**config.mk**
```make
export PLATFORM = sky130hd
export DESIGN_NAME = uart_echo_fifo
export DESIGN_NICKNAME = d
export VERILOG_FILES = /design/src/rtl/uart_echo_fifo.sv
export SDC_FILE = /design/constraint.sdc
export NUM_CORES = 1
export LEC_CHECK = 0
export BUFFER_PORTS_ARGS = -buffer_cell sky130_fd_sc_hd__buf_4
export CAP_MARGIN = 0
export CORE_MARGIN = 2
export CORE_UTILIZATION = 60
export CTS_CLUSTER_DIAMETER = 40
export DETAILED_ROUTE_END_ITERATION = 16
export MAX_ROUTING_LAYER = met4
export PLACE_DENSITY = 0.84
export SYNTH_ARGS = -nofsm -noshare
export SYNTH_HDL_FRONTEND = slang
export SYNTH_SLANG_ARGS = --single-unit
```
**constraint.sdc**
```tcl
create_clock -name clk -period 7.5 [get_ports clk]
set_input_delay 0.375 -clock clk [delete_from_list [all_inputs] [get_ports clk]]
set_output_delay 0.375 -clock clk [all_outputs]
set_load 0.005 [all_outputs]
```
**src/rtl/uart_echo_fifo.sv**
```systemverilog
// Byte FIFO fed by the UART receiver; a rising edge on the debounced button replays
// every buffered byte, in order, to the transmitter over a valid/ready handshake.
module uart_echo_fifo #(
    parameter int DEPTH  = 16,
    parameter int ADDR_W = 4
) (
    input  logic              clk,
    input  logic              rst,
    input  logic [7:0]        rx_data,
    input  logic              rx_valid,
    input  logic              trigger,
    input  logic              uart_ready,
    output logic [7:0]        tx_data,
    output logic              tx_valid,
    output logic [ADDR_W:0]   count,
    output logic              overflow,
    output logic              busy
);
    typedef enum logic [1:0] {IDLE, SEND, WAIT_LOW, WAIT_HIGH} state_t;

    localparam logic [ADDR_W:0]   FULL_COUNT = (ADDR_W+1)'(DEPTH);
    localparam logic [ADDR_W:0]   CNT_ONE    = (ADDR_W+1)'(1);
    localparam logic [ADDR_W-1:0] PTR_ONE    = ADDR_W'(1);

    state_t            state_q, state_d;
    logic [7:0]        mem_q [DEPTH];
    logic [7:0]        mem_d [DEPTH];
    logic [ADDR_W-1:0] wr_ptr_q, wr_ptr_d;
    logic [ADDR_W-1:0] rd_ptr_q, rd_ptr_d;
    logic [ADDR_W:0]   count_q, count_d;
    logic              overflow_q, overflow_d;
    logic              trig_q, trig_d;
    logic              tx_valid_q, tx_valid_d;
    logic [7:0]        tx_data_q, tx_data_d;

    logic full, start, push, pop, load;

    always_comb begin
        full  = (count_q == FULL_COUNT);
        start = trigger & ~trig_q;
        push  = rx_valid & ~full;
        pop   = (state_q == SEND) & tx_valid_q & uart_ready;

        mem_d      = mem_q;
        wr_ptr_d   = wr_ptr_q;
        rd_ptr_d   = rd_ptr_q;
        count_d    = count_q;
        overflow_d = overflow_q;
        trig_d     = trigger;
        state_d    = state_q;
        tx_valid_d = tx_valid_q;
        tx_data_d  = tx_data_q;
        load       = 1'b0;

        if (push) begin
            mem_d[wr_ptr_q] = rx_data;
            wr_ptr_d        = wr_ptr_q + PTR_ONE;
        end
        if (pop) begin
            rd_ptr_d = rd_ptr_q + PTR_ONE;
        end
        case ({push, pop})
            2'b10:   count_d = count_q + CNT_ONE;
            2'b01:   count_d = count_q - CNT_ONE;
            default: count_d = count_q;
        endcase

        case (state_q)
            IDLE: begin
                if (start && count_q != '0) begin
                    state_d    = SEND;
                    load       = 1'b1;
                    overflow_d = 1'b0;
                end
            end
            SEND: begin
                if (pop) begin
                    state_d    = WAIT_LOW;
                    tx_valid_d = 1'b0;
                end
            end
            WAIT_LOW: begin
                // ready must fall first so one transmitter frame never sees two pops
                if (!uart_ready) begin
                    state_d = WAIT_HIGH;
                end
            end
            WAIT_HIGH: begin
                if (uart_ready) begin
                    if (count_q != '0) begin
                        state_d = SEND;
                        load    = 1'b1;
                    end else begin
                        state_d = IDLE;
                    end
                end
            end
            default: state_d = IDLE;
        endcase

        // No pop occurs in IDLE or WAIT_HIGH, so rd_ptr_q already names the next byte.
        if (load) begin
            tx_valid_d = 1'b1;
            tx_data_d  = mem_q[rd_ptr_q];
        end

        if (rx_valid && full) begin
            overflow_d = 1'b1;
        end
    end

    always_ff @(posedge clk) begin
        if (rst) begin
            state_q    <= IDLE;
            mem_q      <= '{default: '0};
            wr_ptr_q   <= '0;
            rd_ptr_q   <= '0;
            count_q    <= '0;
            overflow_q <= 1'b0;
            trig_q     <= 1'b0;
            tx_valid_q <= 1'b0;
            tx_data_q  <= '0;
        end else begin
            state_q    <= state_d;
            mem_q      <= mem_d;
            wr_ptr_q   <= wr_ptr_d;
            rd_ptr_q   <= rd_ptr_d;
            count_q    <= count_d;
            overflow_q <= overflow_d;
            trig_q     <= trig_d;
            tx_valid_q <= tx_valid_d;
            tx_data_q  <= tx_data_d;
        end
    end

    assign tx_data  = tx_data_q;
    assign tx_valid = tx_valid_q;
    assign count    = count_q;
    assign overflow = overflow_q;
    assign busy     = (state_q != IDLE);

endmodule

```
# Yosys cells after proc, flatten, opt, wreduce, memory -nomap -nowiden
# Cells that the tools add are included.
[totals]
out_inout_bits = 16
inputBits = 13
reg_bits = 154
elab_cells = 86
[op_classes]
add_sub_neg = 4
mux = 23
order_cmp = 3
reduce_logical = 14
bitwise_logic = 8
n_eq_ne = 10
[ops]
columns = ["cell", "count"]
rows = [
  ["128-bit bitwise mux", 1],
  ["8-bit binary-select mux with 4-bit select", 1],
  ["8-bit demux with 4-bit select", 1],
  ["8-bit 2-to-1 mux", 3],
  ["2-bit nonzero test", 6],
  ["5-bit >= comparator (second input constant)", 2],
  ["1-bit 2-to-1 mux", 10],
  ["4-bit inverter with 5-bit output", 2],
  ["5-bit case mux with 2 select lines", 1],
  ["4-bit by 1-bit adder with 4-bit output (second input constant)", 2],
  ["2-bit 2-to-1 mux", 4],
  ["2-bit != test (second input constant)", 4],
  ["2-bit case mux with 4 select lines", 1],
  ["2-bit == test (second input constant)", 3],
  ["5-bit by 1-bit adder with 5-bit output (second input constant)", 1],
  ["5-bit == test (second input constant)", 1],
  ["5-bit by 1-bit less-than comparator with 1-bit output (second input constant)", 1],
  ["5-bit nonzero test", 1],
  ["5-bit by 1-bit subtractor with 5-bit output (second input constant)", 1],
  ["1-bit AND", 4],
  ["2-bit by 1-bit == test with 1-bit output (second input constant)", 2],
  ["2-bit AND reduction", 2],
  ["4-bit AND reduction", 1],
  ["1-bit logical AND", 3],
  ["3 further kinds", 4],
]

# Logic depth before layout (Yosys ltp)
# Gate-level depths: netlist of run 1.
[logic_depth]
word_depth = 7
ltp_mapped = 12
mapped_depth_nobuf = 10

# Worst setup path after synthesis of run 1
# OpenSTA, ideal clock, no wires.
[synth_timing]
kind = "reg2reg"
startpoint = "register count_q[1], in the netlist count[1]"
endpoint = "register count_q[2], in the netlist count[2]"
setup_ps = 70
arrival_time_ps = 2688
path_buffers = 2
synth_period_minus_slack_ps = 2758
stages_incl_launch_ff = 13
slack_ps = 4742
required_ps = 7430
cell_sequence = "dfxtp_1 > buf_6 > nor4_1 > a21boi_0 > inv_1 > ha_1 > clkbuf_1 > xor2_1 > ha_1 > a21oi_1 > xnor2_1 > or3_1 > a21oi_1"
[synth_between]
elab_chain_cells = 5
elab_cells_between_ends = 9
cone_classes = "add/sub (2); eq/ne (3); mux (1); bitwise (2); reduce/logical (1)"
[synth_rtl]
columns = ["item", "line_no", "source"]
rows = [
  ["from (decl)", "30", "logic [ADDR_W:0] count_q, count_d;"],
  ["from (signal assigned)", "128", "count_q <= count_d;"],
  ["5-bit == test", "39", "full = (count_q == FULL_COUNT);"],
  ["1-bit inverter", "41", "push = rx_valid & ~full;"],
  ["1-bit AND", "41", ""],
  ["2-bit by 1-bit == test with 1-bit output / 2-bit == test (equally long branches)", "62", "case ({push, pop})"],
  ["5-bit case mux with 2 select lines / 2-bit nonzero test (equally long branches)", "--", ""],
]
# Parallel ways exist; a longest one is shown, timed or not.
# A chain may end at the register's enable or synchronous reset.

# Worst setup path in the final report of run 1
[layout_timing]
startpoint = "register count_q[1], in the netlist count[1]"
endpoint = "register count_q[4], in the netlist count[4]"
# Same word-level chain as after synthesis.

==> run metrics, run 1 <==
layout net count 715; Final Setup Violations 0; maximum achievable frequency 318 MHz; worst reg-to-reg setup slack 4.35 ns; multi-input logic area 3920 sq um; dominant synthesized flop cell dfxtp_1; crit path from count[1]; Initial Util 61.2%; largest net degree at the start of global routing 87; Total GRT Usage 26.5%; CP Capture Type register; Syn Std Cell Area 7290 sq um; number of buffers added on ports 28; max_cap viols 0; Slew headroom 13.8%; Distinct cells, synth 45; P_leak 3.67 nW; # IOs 29; Post-CTS Setup Repair Bufs 0; FF+latch count, synth 154; CTS tree yes; DR vias 5202; Post-synth EDFFs 0; Hold Buf Count CTS 0; via-per-instance ratio 6.13; DRT Pass-1 Iters 5; Final Hold Fails 0; Clock Latency Late Sink 0.43 ns; clk_skew 0.00778 ns; Root Buffer clkbuf_16; Tmin final 3.15 ns; FP Rows 40; Clk pin slew, worst setup/hold paths 0.06 ns; power density over the cells 234 nW/um^2; initial antenna violation count 0; setup tns final 0 ns; CTS Sinks 154; Reg-to-Reg Start count[1]; end of the critical path count[4]; worst slack at placement 4.37 ns; maximum vdd drop 0.000153 V; status finished, final reports clean; hpwl dp 10500 um; core region area 11900 sq um; WP data arrival 3.51 ns; Startpoint Class register; Logic pwr share 8.2%; Hold Crit Class primary input to register; switching power 461 uW; register area 3080 sq um; Mapped Cells 692; syn nets 718; CTS Buf Count 17; reg2reg end count[4]; ys async rst share 0%; WL per Instance 18.8 um; Pwr Total 1.89 mW; DIE HEIGHT 114 um; share of power burned in registers 45.2%; H-tree depth 4; switching share of power 24.4%; Ys Warns 0; worst setup margin 4.35 ns; clk buf depth 2; first-pass GRT wire length 26000 um; fraction of layout cells with a size suffix above 1 14.4%; Starting DRT DRC Count 367; Final period util 42.0%; worst setup path class register to register; final RePlAce weighted congestion 0.901; n_diodes 0; clock group share of total power 46.6%; die area 13000 sq um; Slew Viols, Final 0; Post-Route WL 15900 um; Antenna Nets Post-Route 0; unrepaired setup endpoints after global routing false; total gr overflow 0; sequential area share after synthesis 42.3%; Critical Path RT 7.87 ns; internal power 1.42 mW; Layout area overhead 10.7%; die width 114 um; Layout fillers 860; commonest cells after routing, fill and taps aside mux2i_1, dfxtp_1, nor2_1; drt drc 0; worst-margin pin slew 1.29 ns; commonest non-fill, non-tap cell in the layout mux2i_1; R2R depth 9; Syn Area/Cell 10.5 sq um; Resize count post-CTS 0; CP Max Fanout 10; vias in the first global route 5236
==> registers in the layout, summed over array words and instances (netlist names) <==
name,count
tx_valid,1
state_q,2
tx_data,8
overflow,1
wr_ptr_q,4
count,5
rd_ptr_q,4
mem_q,128
trig_q,1
==> worst min path at each step <==
| stage | start | endpoint | slack [ns] | cells past startpoint |
|---|---|---|---|---|
| CTS | trigger | trig_q | 0.17 | 2 |
| finish | trigger | trig_q | 0.18 | 2 |
| global route | trigger | trig_q | 0.18 | 2 |
| detailed placement | overflow | overflow | 0.48 | 2 |
| global placement | mem_q[23] | mem_q[23] | 0.47 | 2 |
| floorplan | mem_q[31] | mem_q[31] | 0.46 | 2 |
==> Yosys cell counts (2+ instances only) <==
cell type,instances,share of area [%]
mux2i_1,164,23
a31oi_1,2,0.17
a22oi_1,2,0.21
clkbuf_1,31,1.6
dfxtp_1,154,42
o2111ai_4,16,5.8
a211oi_1,7,0.72
buf_1,3,0.15
o22ai_1,17,1.5
nor2_1,151,7.8
nor3_1,3,0.21
nand2b_1,5,0.43
a211o_1,3,0.36
o211ai_1,2,0.21
xor2_1,6,0.72
a21oi_1,6,0.41
mux4_2,16,4.9
ha_1,13,2.2
o21ai_0,3,0.21
and3_1,2,0.17
buf_6,2,0.31
inv_1,10,0.51
a21o_1,3,0.31
xnor2_1,3,0.36
a311oi_1,8,0.96
or3_1,4,0.34
nand2_1,15,0.77
nand3b_1,2,0.21
nand3_1,2,0.14
buf_2,17,1.2
nor2b_1,6,0.51
==> stage by stage <==
step	cells	hold WS, ns	utilization (%)	area (sq um)
5_1_grt	849	0.178	67.8	8070
3_3_place_gp	817	0.470	62.6	7460
3_5_place_dp	817	0.484	62.6	7460
6_report	849	0.184	67.8	8070
2_1_floorplan	692	0.458	-	7290
4_1_cts	849	0.173	67.8	8070
==> power groups by stage <==
stage	sequential, mW	combinational, mW	clock [mW]
3_5_place_dp	0.869	0.153	0
6_report	0.852	0.155	0.879
2_1_floorplan	0.865	0.120	0
3_3_place_gp	0.868	0.147	0
5_1_grt	0.854	0.167	0.924
4_1_cts	0.851	0.154	0.887
==> metal layers <==
metal	global-route usage (%)	part of all wire [%]
met1	30.0	42
met2	45.3	50
met3	5.56	4.7
met4	12.0	3.3
met5	-	0
==> layout make-up <==
class,count,share of cell area (%)
Clock buffer,18,5.44
Multi-Input combinational cell,474,48.5
Timing Repair Buffer,32,2.98
Inverter,10,0.465
Sequential cell,154,38.2
Tap cell,147,2.28
Clock inverter,14,2.12
==> critical path, stage by stage (launching register included) <==
cell and delay [ns]:
dfxtp_1 0.41, nor4_1 0.67, a21boi_0 0.34, inv_1 0.16, ha_1 0.36, ha_1 0.25
or4b_2 0.59, a21oi_1 0.15, a31oi_1 0.06, nand3_1 0.11
==> kinds of logic (layout without fill, tap and decap cells) <==
group           Yosys count  in the layout  synth area share [%]
simple gates            196            196                  11.2
mux                     180            180                  27.5
flops                   154            154                  42.3
compound gates           76             76                  11.7
buf+inv                  64             74                  4.02
fa+ha+maj                13             13                  2.23
xor+xnor                  9              9                  1.08
No activity file was read; power rests on OpenSTA's default activity.
==> inputs of run 2 (changes only) <==
clock period = 3.25 ns   (was 7.5 ns; I/O delays follow)
==> run 2 against run 1 <==
Combinational power is 140% higher; count of clock-buffer cells in the layout is 2 higher; fmax is 13% higher; highest routed layer unchanged; clock skew is 0.0048 ns higher; routed wire length is 6.0% higher; clock power is 140% higher; power is 140% higher; largest power group unchanged; flip-flop and latch count stayed put; register-to-register slack worse by 3.9 ns.
==> run metrics, run 2 (synthesis gave the netlist of run 1 again) <==
R2R depth 11 (+2); Layout area overhead 11.9%; Critical Path RT 3.61 ns (-4.26 ns); Startpoint Class register; vias in the first global route 5236 (unchanged); Resize count post-CTS 0 (unchanged); Total GRT Usage 27.7% (+1.2 points); number of buffers added on ports 28 (unchanged); maximum achievable frequency 358 MHz (+13%); # IOs 29 (unchanged); Final Setup Violations 0 (unchanged); first-pass GRT wire length 26800 um (+3.3%); die area 13000 sq um (unchanged); Starting DRT DRC Count 461 (+26%); Initial Util 61.2% (unchanged); largest net degree at the start of global routing 126 (+45%); FP Rows 40 (unchanged); Post-Route WL 16900 um (+6.0%); WL per Instance 19.7 um (+5.1%); Clk pin slew, worst setup/hold paths 0.06 ns (about the same); Antenna Nets Post-Route 0 (unchanged); status finished, final reports clean; Slew headroom 18.2% (+4.3 points); Hold Crit Class primary input to register; clk buf depth 2 (unchanged); commonest non-fill, non-tap cell in the layout mux2i_1; Tmin final 2.79 ns (-0.356 ns); CTS Buf Count 17 (unchanged); Post-CTS Setup Repair Bufs 0 (unchanged); DR vias 5303 (+1.9%); clk_skew 0.0125 ns (+0.00476 ns); HP Start uart_ready; CP Max Fanout 10 (unchanged); max_cap viols 0 (unchanged); Reg-to-Reg Start count[1]; DIE HEIGHT 114 um (unchanged); setup tns final 0 ns (unchanged); via-per-instance ratio 6.20 (+1.1%); WP data arrival 3.15 ns (-0.36 ns); power density over the cells 548 nW/um^2 (+130%); worst hold endpoint tx_valid; Final Hold Fails 0 (unchanged); final RePlAce weighted congestion 0.836 (-7.2%); Root Buffer clkbuf_16; hold path depth 4 (+2); Hold Buf Count CTS 1 (+1); Final Util 68.5% (+0.72 points); total gr overflow 0 (unchanged); Most flops, register mem_q; CTS Sinks 154 (unchanged); initial antenna violation count 0 (unchanged); layout net count 722 (+0.98%); Largest register FFs 128 (unchanged); n_diodes 0 (unchanged); CTS tree yes; H-tree depth 4 (unchanged); CP Capture Type register; Slew Viols, Final 0 (unchanged); Layout fillers 838 (-2.6%); Final period util 85.9% (+44 points); worst-margin pin slew 1.23 ns (-0.0650 ns); hpwl dp 10600 um (+1.1%); maximum vdd drop 0.000416 V (+170%); fraction of layout cells with a size suffix above 1 15.0% (+0.56 points); unrepaired setup endpoints after global routing false; non-filler cells, final 856 (+0.82%); DRT Pass-1 Iters 5 (unchanged); core region area 11900 sq um (unchanged); worst setup path class register to register; Pwr Total 4.47 mW (+140%); commonest cells after routing, fill and taps aside mux2i_1, dfxtp_1, nor2_1; Clock Latency Late Sink 0.43 ns (about the same); Placed Cells 823 (+0.73%); reg2reg end count[4]; worst reg-to-reg setup slack 0.46 ns (-3.89 ns); drt drc 0 (unchanged); P_leak 3.72 nW (+1.3%); die width 114 um (unchanged)
run 2: metrics by stage:
stage | instance area [sq um] | worst slack (ns) | hold WS, ns
CTS | 8160 | 0.454 | 0.0930
floorplan | 7290 | 0.492 | 0.291
global placement | 7510 | 0.495 | 0.393
global route | 8160 | 0.210 | 0.143
detailed placement | 7510 | 0.489 | 0.400
finish | 8160 | 0.458 | 0.106
run 2: how the worst max path moves through the flow:
stage	cells after the start	startpoint	endpoint
detailed placement	11	count[1]	count[4]
finish	11	count[1]	count[4]
CTS	11	count[1]	count[4]
global route	11	count[1]	count[4]
floorplan	12	count[1]	count[2]
global placement	11	count[1]	count[4]
run 2: power breakdown:
part	total (mW)	switching [mW]	internal, mW
clock	2.13	0.797	1.34
sequential	1.97	0.0389	1.93
combinational	0.370	0.233	0.137
run 2: layout make-up:
type	count	area (sq um)	area share, %
multi-input cells	474	3920	48.0
flip-flops and latches	154	3080	37.8
clock buffers	20	457	5.60
repair buffers	39	295	3.62
clock inverters	12	185	2.27
well taps	147	184	2.25
inverters	10	37.5	0.460
run 2: critical path: stages (launching register included):
cell and delay (ns):
dfxtp_1 0.40, nor4_1 0.35, buf_4 0.19, a21boi_0 0.08, buf_4 0.16, inv_1 0.07
ha_1 0.33, ha_1 0.25, or4b_2 0.60, a21oi_1 0.14, a31oi_1 0.06, nand3_1 0.10
run 2: routing by layer:
metal	routed length [um]	GRT usage [%]	share of wire (%)	vias up
li1	-	-	-	2474
met1	7140	32.6	42	2624
met2	8400	45.6	50	170
met3	884	5.82	5.2	35
met4	471	13.3	2.8	0
met5	0	-	0	-
